<file path="config.mk">
export PLATFORM = sky130hd
export DESIGN_NAME = multicycle_main_control
export DESIGN_NICKNAME = d
export VERILOG_FILES = /design/src/rtl/riscv_ctrl_pkg.sv /design/src/rtl/multicycle_main_control.sv
export SDC_FILE = /design/constraint.sdc
export NUM_CORES = 1
export LEC_CHECK = 0
export ABC_CLOCK_PERIOD_IN_PS = 2200
export CORE_UTILIZATION = 40
export CTS_BUF_LIST = sky130_fd_sc_hd__clkbuf_16
export CTS_CLUSTER_DIAMETER = 50
export DETAILED_ROUTE_END_ITERATION = 7
export MAX_ROUTING_LAYER = met4
export PLACE_DENSITY = 0.77
export SETUP_SLACK_MARGIN = 0.05
export SKIP_CTS_REPAIR_TIMING = 1
export SLEW_MARGIN = 20
export SYNTH_ARGS = -nofsm -noshare
export SYNTH_HDL_FRONTEND = slang
export SYNTH_SLANG_ARGS = --single-unit
</file>
<file path="constraint.sdc">
create_clock -name clk -period 2.2 [get_ports clk]
set_clock_uncertainty 0.05 [all_clocks]
set_input_delay 0.44 -clock clk [delete_from_list [all_inputs] [get_ports clk]]
set_output_delay 0.44 -clock clk [all_outputs]
set_load 0.02 [all_outputs]
</file>
<file path="src/rtl/riscv_ctrl_pkg.sv">
// Shared encodings for the multicycle RV32I-subset main control FSM.
package riscv_ctrl_pkg;

  // Main controller states
  typedef enum logic [3:0] {
    StFetch    = 4'd0,
    StDecode   = 4'd1,
    StMemAdr   = 4'd2,
    StMemRead  = 4'd3,
    StMemWb    = 4'd4,
    StMemWrite = 4'd5,
    StExecuteR = 4'd6,
    StExecuteI = 4'd7,
    StAluWb    = 4'd8,
    StBeq      = 4'd9,
    StJal      = 4'd10
  } ctrl_state_e;

  // Supported opcodes (instr[6:0])
  localparam logic [6:0] OP_LW    = 7'b0000011;
  localparam logic [6:0] OP_SW    = 7'b0100011;
  localparam logic [6:0] OP_RTYPE = 7'b0110011;
  localparam logic [6:0] OP_ITYPE = 7'b0010011;
  localparam logic [6:0] OP_BEQ   = 7'b1100011;
  localparam logic [6:0] OP_JAL   = 7'b1101111;

  // alu_op encodings
  localparam logic [1:0] ALU_OP_ADD   = 2'b00;
  localparam logic [1:0] ALU_OP_SUB   = 2'b01;
  localparam logic [1:0] ALU_OP_FUNCT = 2'b10;

  // alu_src_a encodings
  localparam logic [1:0] SRC_A_PC     = 2'b00;
  localparam logic [1:0] SRC_A_OLD_PC = 2'b01;
  localparam logic [1:0] SRC_A_RS1    = 2'b10;

  // alu_src_b encodings
  localparam logic [1:0] SRC_B_RS2    = 2'b00;
  localparam logic [1:0] SRC_B_IMM    = 2'b01;
  localparam logic [1:0] SRC_B_FOUR   = 2'b10;

  // result_src encodings
  localparam logic [1:0] RES_ALU_OUT  = 2'b00;
  localparam logic [1:0] RES_MEM_DATA = 2'b01;
  localparam logic [1:0] RES_ALU_RES  = 2'b10;

endpackage

</file>
<file path="src/rtl/multicycle_main_control.sv">
// Main control FSM for the multicycle RV32I-subset core (lw, sw, R-type, beq, addi, jal).
module multicycle_main_control
  import riscv_ctrl_pkg::*;
(
  input  logic       clk,
  input  logic       rst_n,
  input  logic [6:0] op,
  input  logic       zero,
  input  logic       mem_ready,
  output logic       mem_req,
  output logic       mem_write,
  output logic       adr_src,
  output logic       ir_write,
  output logic       pc_write,
  output logic       reg_write,
  output logic [1:0] alu_src_a,
  output logic [1:0] alu_src_b,
  output logic [1:0] result_src,
  output logic [1:0] alu_op,
  output logic       illegal_instr
);

  ctrl_state_e state_q, state_d;

  // State register; reset lands directly in fetch
  always_ff @(posedge clk or negedge rst_n) begin
    if (!rst_n) begin
      state_q <= StFetch;
    end else begin
      state_q <= state_d;
    end
  end

  // Next-state decode; memory states hold until mem_ready
  always_comb begin
    state_d = StFetch;
    case (state_q)
      StFetch:    state_d = mem_ready ? StDecode : StFetch;
      StDecode: begin
        case (op)
          OP_LW, OP_SW: state_d = StMemAdr;
          OP_RTYPE:     state_d = StExecuteR;
          OP_ITYPE:     state_d = StExecuteI;
          OP_BEQ:       state_d = StBeq;
          OP_JAL:       state_d = StJal;
          default:      state_d = StFetch;
        endcase
      end
      StMemAdr:   state_d = (op == OP_LW) ? StMemRead : StMemWrite;
      StMemRead:  state_d = mem_ready ? StMemWb : StMemRead;
      StMemWb:    state_d = StFetch;
      StMemWrite: state_d = mem_ready ? StFetch : StMemWrite;
      StExecuteR: state_d = StAluWb;
      StExecuteI: state_d = StAluWb;
      StAluWb:    state_d = StFetch;
      StBeq:      state_d = StFetch;
      StJal:      state_d = StFetch;
      default:    state_d = StFetch;  // unreachable encodings recover
    endcase
  end

  // Output decode from state, with mem_ready/zero qualifying the PC and IR loads
  always_comb begin
    mem_req       = 1'b0;
    mem_write     = 1'b0;
    adr_src       = 1'b0;
    ir_write      = 1'b0;
    pc_write      = 1'b0;
    reg_write     = 1'b0;
    alu_src_a     = SRC_A_PC;
    alu_src_b     = SRC_B_RS2;
    result_src    = RES_ALU_OUT;
    alu_op        = ALU_OP_ADD;
    illegal_instr = 1'b0;
    case (state_q)
      StFetch: begin
        mem_req    = 1'b1;
        alu_src_b  = SRC_B_FOUR;
        result_src = RES_ALU_RES;
        ir_write   = mem_ready;
        pc_write   = mem_ready;
      end
      StDecode: begin
        // Precompute the branch target into the ALU out register
        alu_src_a = SRC_A_OLD_PC;
        alu_src_b = SRC_B_IMM;
        case (op)
          OP_LW, OP_SW, OP_RTYPE, OP_ITYPE, OP_BEQ, OP_JAL: illegal_instr = 1'b0;
          default:                                          illegal_instr = 1'b1;
        endcase
      end
      StMemAdr: begin
        alu_src_a = SRC_A_RS1;
        alu_src_b = SRC_B_IMM;
      end
      StMemRead: begin
        mem_req = 1'b1;
        adr_src = 1'b1;
      end
      StMemWb: begin
        result_src = RES_MEM_DATA;
        reg_write  = 1'b1;
      end
      StMemWrite: begin
        mem_req   = 1'b1;
        mem_write = 1'b1;
        adr_src   = 1'b1;
      end
      StExecuteR: begin
        alu_src_a = SRC_A_RS1;
        alu_op    = ALU_OP_FUNCT;
      end
      StExecuteI: begin
        // addi is the only I-type op supported, so force add
        alu_src_a = SRC_A_RS1;
        alu_src_b = SRC_B_IMM;
      end
      StAluWb: begin
        reg_write = 1'b1;
      end
      StBeq: begin
        alu_src_a = SRC_A_RS1;
        alu_op    = ALU_OP_SUB;
        pc_write  = zero;
      end
      StJal: begin
        alu_src_a = SRC_A_OLD_PC;
        alu_src_b = SRC_B_FOUR;
        pc_write  = 1'b1;
      end
      default: ;
    endcase
    // Enables and the illegal pulse are suppressed while reset is held
    if (!rst_n) begin
      mem_req       = 1'b0;
      mem_write     = 1'b0;
      ir_write      = 1'b0;
      pc_write      = 1'b0;
      reg_write     = 1'b0;
      illegal_instr = 1'b0;
    end
  end

endmodule

</file>
==> results by group, run 1 <==
Layout
  • Most frequent cells in the layout: 31 x buf_4, 13 x dlymetal6s2s_1, 8 x clkdlybuf4s50_1, 7 x nand2_1
  • Reg area: 103.9 µm²
  • Layout cell share with drive strength beyond 1: 36.43%
  • Multi-input combinational cell area: 490.5 µm²
  • Fin area: 1192 µm²
  • Synthesis-to-finish area growth: 105.8%
  • Number of fill cells in the layout: 56
  • Max reg flops: 4
  • Most common cell after layout, fill and taps aside: buf_4
  • Nets: between 100 and 150
  • Antenna diodes: 0
  • Largest Register: state_q
  • Biggest registers after layout: state_q x4

Die
  • Full die area: 1604 µm²
  • Row count: 13
  • Die Height: 40.06 µm
  • # IOs: 26
  • Die W: 40.06 µm
  • Core Area: ~1300 µm²
  • Starting Density: 43.97%

Placement
  • Area post-placement: 1055 µm²
  • Placer Congestion: around 0.8
  • Dpl ws: -0.4856 ns
  • Post-DP HPWL: 1473 µm
  • Port bufs: 25

Logic synthesis
  • Ys flop type: dfrtp_1
  • Avg Cell Area, Syn: 7.523 µm²
  • Cell variety after synth: 41
  • Synth Net Count: between 80 and 90
  • Yosys top cell area share: 17.28%
  • Area leader, netlist: dfrtp_1
  • Syn Inst Count: 77
  • Yosys reg bits: 4
  • Top post-synthesis cells by area: dfrtp_1 17%, nor2b_1 5.4%, nor4_1 5.4%
  • EDFF count, synth: 0
  • Sequential area share after synthesis: about 17%
  • Ys async rst share: 100.0%
  • Synth warn: 0
  • Post-Syn Area: just under 600 µm²

Critical path
  • Critical Path RT: roughly 1.7 ns
  • R2r startpoint: state_q[3]
  • Critical path, cell by cell: buf_6 > and2b_1 > o21ai_0 > a2111oi_2 > buf_4
  • Crit. End Element: primary output
  • R2R Setup Slk: roughly 0.37 ns
  • Worst r2r dst: state_q[2]
  • Max FO, Critical Path: 7
  • Kind of critical path: flip-flop to primary output
  • Reg2reg path depth: 4
  • Critical Path Source Type: flip-flop
  • Slowest CP cell: dfrtp_2
  • CP peak stage delay: 0.46 ns
  • Critical path arrival: 1.79 ns

Global routing
  • Vias in the first global route: 804
  • Largest net degree at the start of global routing: 13
  • Initial antenna violation count: 0
  • First-pass GRT wire length: roughly 3500 µm
  • Grt total ovfl: 0
  • Total GRT Usage: 34.20%

Power and ir drop
  • Sw Ratio: 27.64%
  • Cell Pwr Density: 488.2 nW/µm²
  • Sw Pwr: 0.1609 mW
  • Part of the power in registers: 14.5%
  • Clock Power Share: 49.5%
  • Pleak: 0.6952 nW
  • Design Power: 0.5822 mW
  • Int Power: roughly 0.42 mW
  • VDD IR max: 413.0 µV
  • Logic pwr share: 36.1%

Routing
  • Via/cell ratio: 6.111
  • First drt pass iteration count: 4
  • Wirelength per Cell: about 18 µm
  • Vias: a little under 900
  • Routed wire length: 2624 µm
  • First DRT Iteration DRCs: 36
  • Post-route ant nets: 0
  • # DRC: 0

STA
  • Slew Limit Fails: 0
  • Slew @ Worst Pin: 0.5433 ns
  • Final Setup Violations: 1
  • Fin Hold WS: between 0.5 and 0.6 ns
  • Worst slew margin: 63.27%
  • Final period demand of the worst path: ~2.3 ns
  • RSZ-0062 raised after global routing: yes
  • Fmax: 0.4383 GHz
  • Slack of the critical path: -0.08160 ns
  • Final Cycle Share: 103.7%
  • Endpoints failing hold: 0

Clock network
  • CTS H-tree depth: 1
  • CTS tree: done
  • Clk sinks: 4
  • Worst-path clk slew: 0.03 ns
  • Clock latency on the worst-skew pair: 0.22 ns
  • Cts bufs inserted: 3
  • Clk buf depth: 2
  • CTS root buffer: clkbuf_16

Min path
  • HP Class: primary input to asynchronous set/reset pin

Run status
  • Failing checks: negative setup slack
  • Status: finished, violations left

Flow run
  • # Max-Cap Violations: 0
power by group through the flow:
| stage | Combinational, mW | Sequential [mW] | Clock (mW) |
|---|---|---|---|
| after CTS | 0.203 | 0.0826 | 0.284 |
| after global routing | 0.221 | 0.0840 | 0.294 |
| after detailed placement | 0.197 | 0.0828 | 0 |
| final | 0.210 | 0.0842 | 0.288 |
| after floorplan | 0.0844 | 0.0809 | 0 |
| after global placement | 0.193 | 0.0829 | 0 |
area by class of cell:
| type | instances | share of cell area [%] |
|---|---|---|
| Clock buffer | 3 | 6.296 |
| Inverter | 2 | 0.6296 |
| Multi-Input combinational cell | 65 | 41.13 |
| Sequential cell | 4 | 8.709 |
| Tap cell | 15 | 1.574 |
| Timing Repair Buffer | 55 | 41.66 |
how the worst max path moves through the flow:
| stage | slack, ns | cells after the start | from | end |
|---|---|---|---|---|
| 2_1_floorplan | -0.07 | 4 | state_q[1] | pc_write |
| 5_1_grt | -0.11 | 5 | state_q[0] | pc_write |
| 6_report | -0.08 | 5 | state_q[0] | pc_write |
| 3_3_place_gp | -0.46 | 5 | mem_ready | pc_write |
| 3_5_place_dp | -0.49 | 5 | mem_ready | pc_write |
| 4_1_cts | -0.60 | 5 | state_q[0] | pc_write |
worst max-delay path, delay by kind of cell, from the launching register on:
family	cells	cell delay, ns
compound gates	2	0.53
buf+inv	2	0.35
simple gates	1	0.23
flops	1	0.46
metal layers:
metal / track usage (%) / routed length, µm
met5: - / 0
met4: 19.83 / 45
met3: 6.111 / 164
met2: 58.87 / 1408
met1: 36.21 / 1004
kinds of logic (layout without fill, tap and decap cells):
| logic type | count (synthesis) | after routing | share of synthesized area, % |
|---|---|---|---|
| AO/OA/AOI/OAI | 12 | 12 | 15.55 |
| XOR/XNOR | 4 | 4 | 6.049 |
| buffers and inverters | 8 | 60 | 6.912 |
| flip-flops | 4 | 4 | 17.28 |
| AND/OR/NAND/NOR | 49 | 49 | 54.21 |
cells in the mapped netlist (2+ instances only):
library cell and n:
nor2_1 3, nor4_1 5, clkbuf_1 2, and3b_1 2
o21ai_0 2, nand2_1 7, nand3b_1 3, buf_2 2
and3_1 2, nor2b_1 5, nor3_1 5, xor2_1 3
inv_1 2, nor3b_1 2, nand2b_1 2, dfrtp_1 4
and2_1 2
through the flow:
| step | util (%) | cells | setup TNS [ns] |
|---|---|---|---|
| after floorplan | - | 77 | -0.07141 |
| after global placement | 80.06 | 141 | -1.457 |
| after detailed placement | 80.06 | 141 | -1.589 |
| after CTS | 85.76 | 144 | -3.954 |
| after global routing | 90.50 | 144 | -0.1069 |
| final | 90.50 | 144 | -0.08160 |
Power figures use the tool's default switching activity.
==> run 2, diff against run 1 <==
CTS_BUF_LIST = default   (was sky130_fd_sc_hd__clkbuf_16)
GPL_ROUTABILITY_DRIVEN = 0   (was default)
==> run 2 against run 1 <==
The run now ends clean. First-iteration DRC count down 50%. Cell count unchanged. Combinational power down 5%. Clock-buffer cell count unchanged. Sequential share of layout area up 0.25 points.
==> results by group, run 2 (same netlist as run 1, synthesis figures left out) <==
Global routing
  • Grt total ovfl: 0
  • Vias in the first global route: between 600 and 700
  • First-pass GRT wire length: 2753 µm
  • Largest net degree at the start of global routing: 13
  • Total GRT Usage: 26.45%
  • Initial antenna violation count: 0

Placement
  • Dpl ws: -0.4856 ns
  • Area post-placement: ~1100 µm²
  • Post-DP HPWL: 1473 µm
  • Port bufs: 25
  • Placed cell count: 141

STA
  • Fin Hold WS: 0.4694 ns
  • Final period demand of the worst path: about 2.2 ns
  • Worst slew margin: 64.27%
  • Final Setup Violations: 0
  • Endpoints failing hold: 0
  • Final Cycle Share: 99.91%
  • Sum Neg Setup Slack: 0 ns
  • RSZ-0062 raised after global routing: yes
  • Slack of the critical path: 0.001924 ns
  • Slew @ Worst Pin: about 0.53 ns
  • Slew Limit Fails: 0
  • Fmax: 0.4549 GHz

Routing
  • Via/cell ratio: 5.319
  • Post-route ant nets: 0
  • Wirelength per Cell: 13.10 µm
  • First DRT Iteration DRCs: 18
  • First drt pass iteration count: 4
  • # DRC: 0
  • Routed wire length: about 1900 µm
  • Vias: 766

Die
  • Starting Density: 43.97%
  • Die Height: ~40 µm
  • # IOs: 26
  • Full die area: 1604 µm²
  • Core Area: 1318 µm²
  • Row count: 13
  • Die W: 40.06 µm

Clock network
  • Worst-path clk slew: roughly 0.04 ns
  • CTS H-tree depth: 1
  • CTS tree: done
  • Clk buf depth: 2
  • Clk sinks: 4
  • CTS root buffer: clkbuf_4
  • Cts bufs inserted: 3
  • Clock latency on the worst-skew pair: about 0.23 ns

Power and ir drop
  • VDD IR max: 414.3 µV
  • Design Power: 0.3705 mW
  • Cell Pwr Density: approximately 330 nW/µm²
  • Pleak: 0.6750 nW

Layout
  • Number of fill cells in the layout: 83
  • Max reg flops: 4
  • Largest Register: state_q
  • Fin area: 1131 µm²
  • Multi-input combinational cell area: slightly below 500 µm²
  • Reg area: 101.3 µm²
  • Nets: 142
  • Layout cell share with drive strength beyond 1: 35.66%
  • Biggest registers after layout: state_q x4
  • Antenna diodes: 0
  • Most frequent cells in the layout: 31 x buf_4, 13 x dlymetal6s2s_1, 8 x clkdlybuf4s50_1, 7 x nand2_1, 4 x nor3_1
  • Core Util, Final: 85.85%
  • Finished Layout Cells: 144
  • Most common cell after layout, fill and taps aside: buf_4
  • Synthesis-to-finish area growth: 95.25%

Flow run
  • # Max-Cap Violations: 0

Critical path
  • Kind of critical path: primary input to primary output
  • Critical Path RT: 1.71 ns
  • Slowest CP cell: clkdlybuf4s50_1
  • Crit. End Element: primary output
  • Critical path arrival: 1.71 ns
  • Max FO, Critical Path: 1
  • Critical path, cell by cell: clkdlybuf4s50_1 > and3b_1 > o21ai_0 > a2111oi_1 > buf_2
  • Critical Path Source Type: primary input
  • CP peak stage delay: 0.45 ns

Run status
  • Status: finished clean

Min path
  • HP Class: primary input to asynchronous set/reset pin
-- run 2: worst paths after layout --
| check | depth (start not counted) | start | slack, ns | end |
|---|---|---|---|---|
| worst max register to register | 4 | state_q[2] | 0.38 | state_q[2] |
| min in group clk | 2 | state_q[3] | 0.69 | state_q[0] |
| worst min register to register | 2 | state_q[3] | 0.69 | state_q[0] |
| worst min-delay path | 2 | rst_n | 0.47 | state_q[2] |
| worst max-delay path | 5 | zero | 0.002 | pc_write |
| max in group asynchronous | 2 | rst_n | 1.50 | state_q[0] |
-- run 2: cell type report --
| cell class | instances | share of cell area (%) |
|---|---|---|
| Clock buffer | 3 | 1.991 |
| Inverter | 2 | 0.6637 |
| Timing Repair Buffer | 55 | 43.36 |
| Multi-Input combinational cell | 65 | 43.36 |
| Tap cell | 15 | 1.659 |
| Sequential cell | 4 | 8.960 |
-- run 2: per-layer routing --
metal	wire length (µm)	up-vias	global-route usage, %
li1	-	394	-
met1	784	351	28.09
met2	1035	21	52.42
met3	66	0	1.667
met4	0	0	5.172
met5	0	-	-
-- run 2: where the power goes --
| group | total (mW) | switching, mW | internal [mW] | leakage, nW |
|---|---|---|---|---|
| logic | 0.199 | 0.0896 | 0.109 | 0.608 |
| registers | 0.0824 | 0.00498 | 0.0775 | 0.0530 |
| clock network | 0.0895 | 0.0285 | 0.0609 | 0.0138 |
| total | 0.371 | 0.123 | 0.247 | 0.675 |
-- run 2: worst max-delay path, delay by kind of cell --
family / cells / cell delay [ns]
AOI/OAI and AO/OA: 2 / 0.44
buffers and inverters: 2 / 0.68
and+or+nand+nor: 1 / 0.15
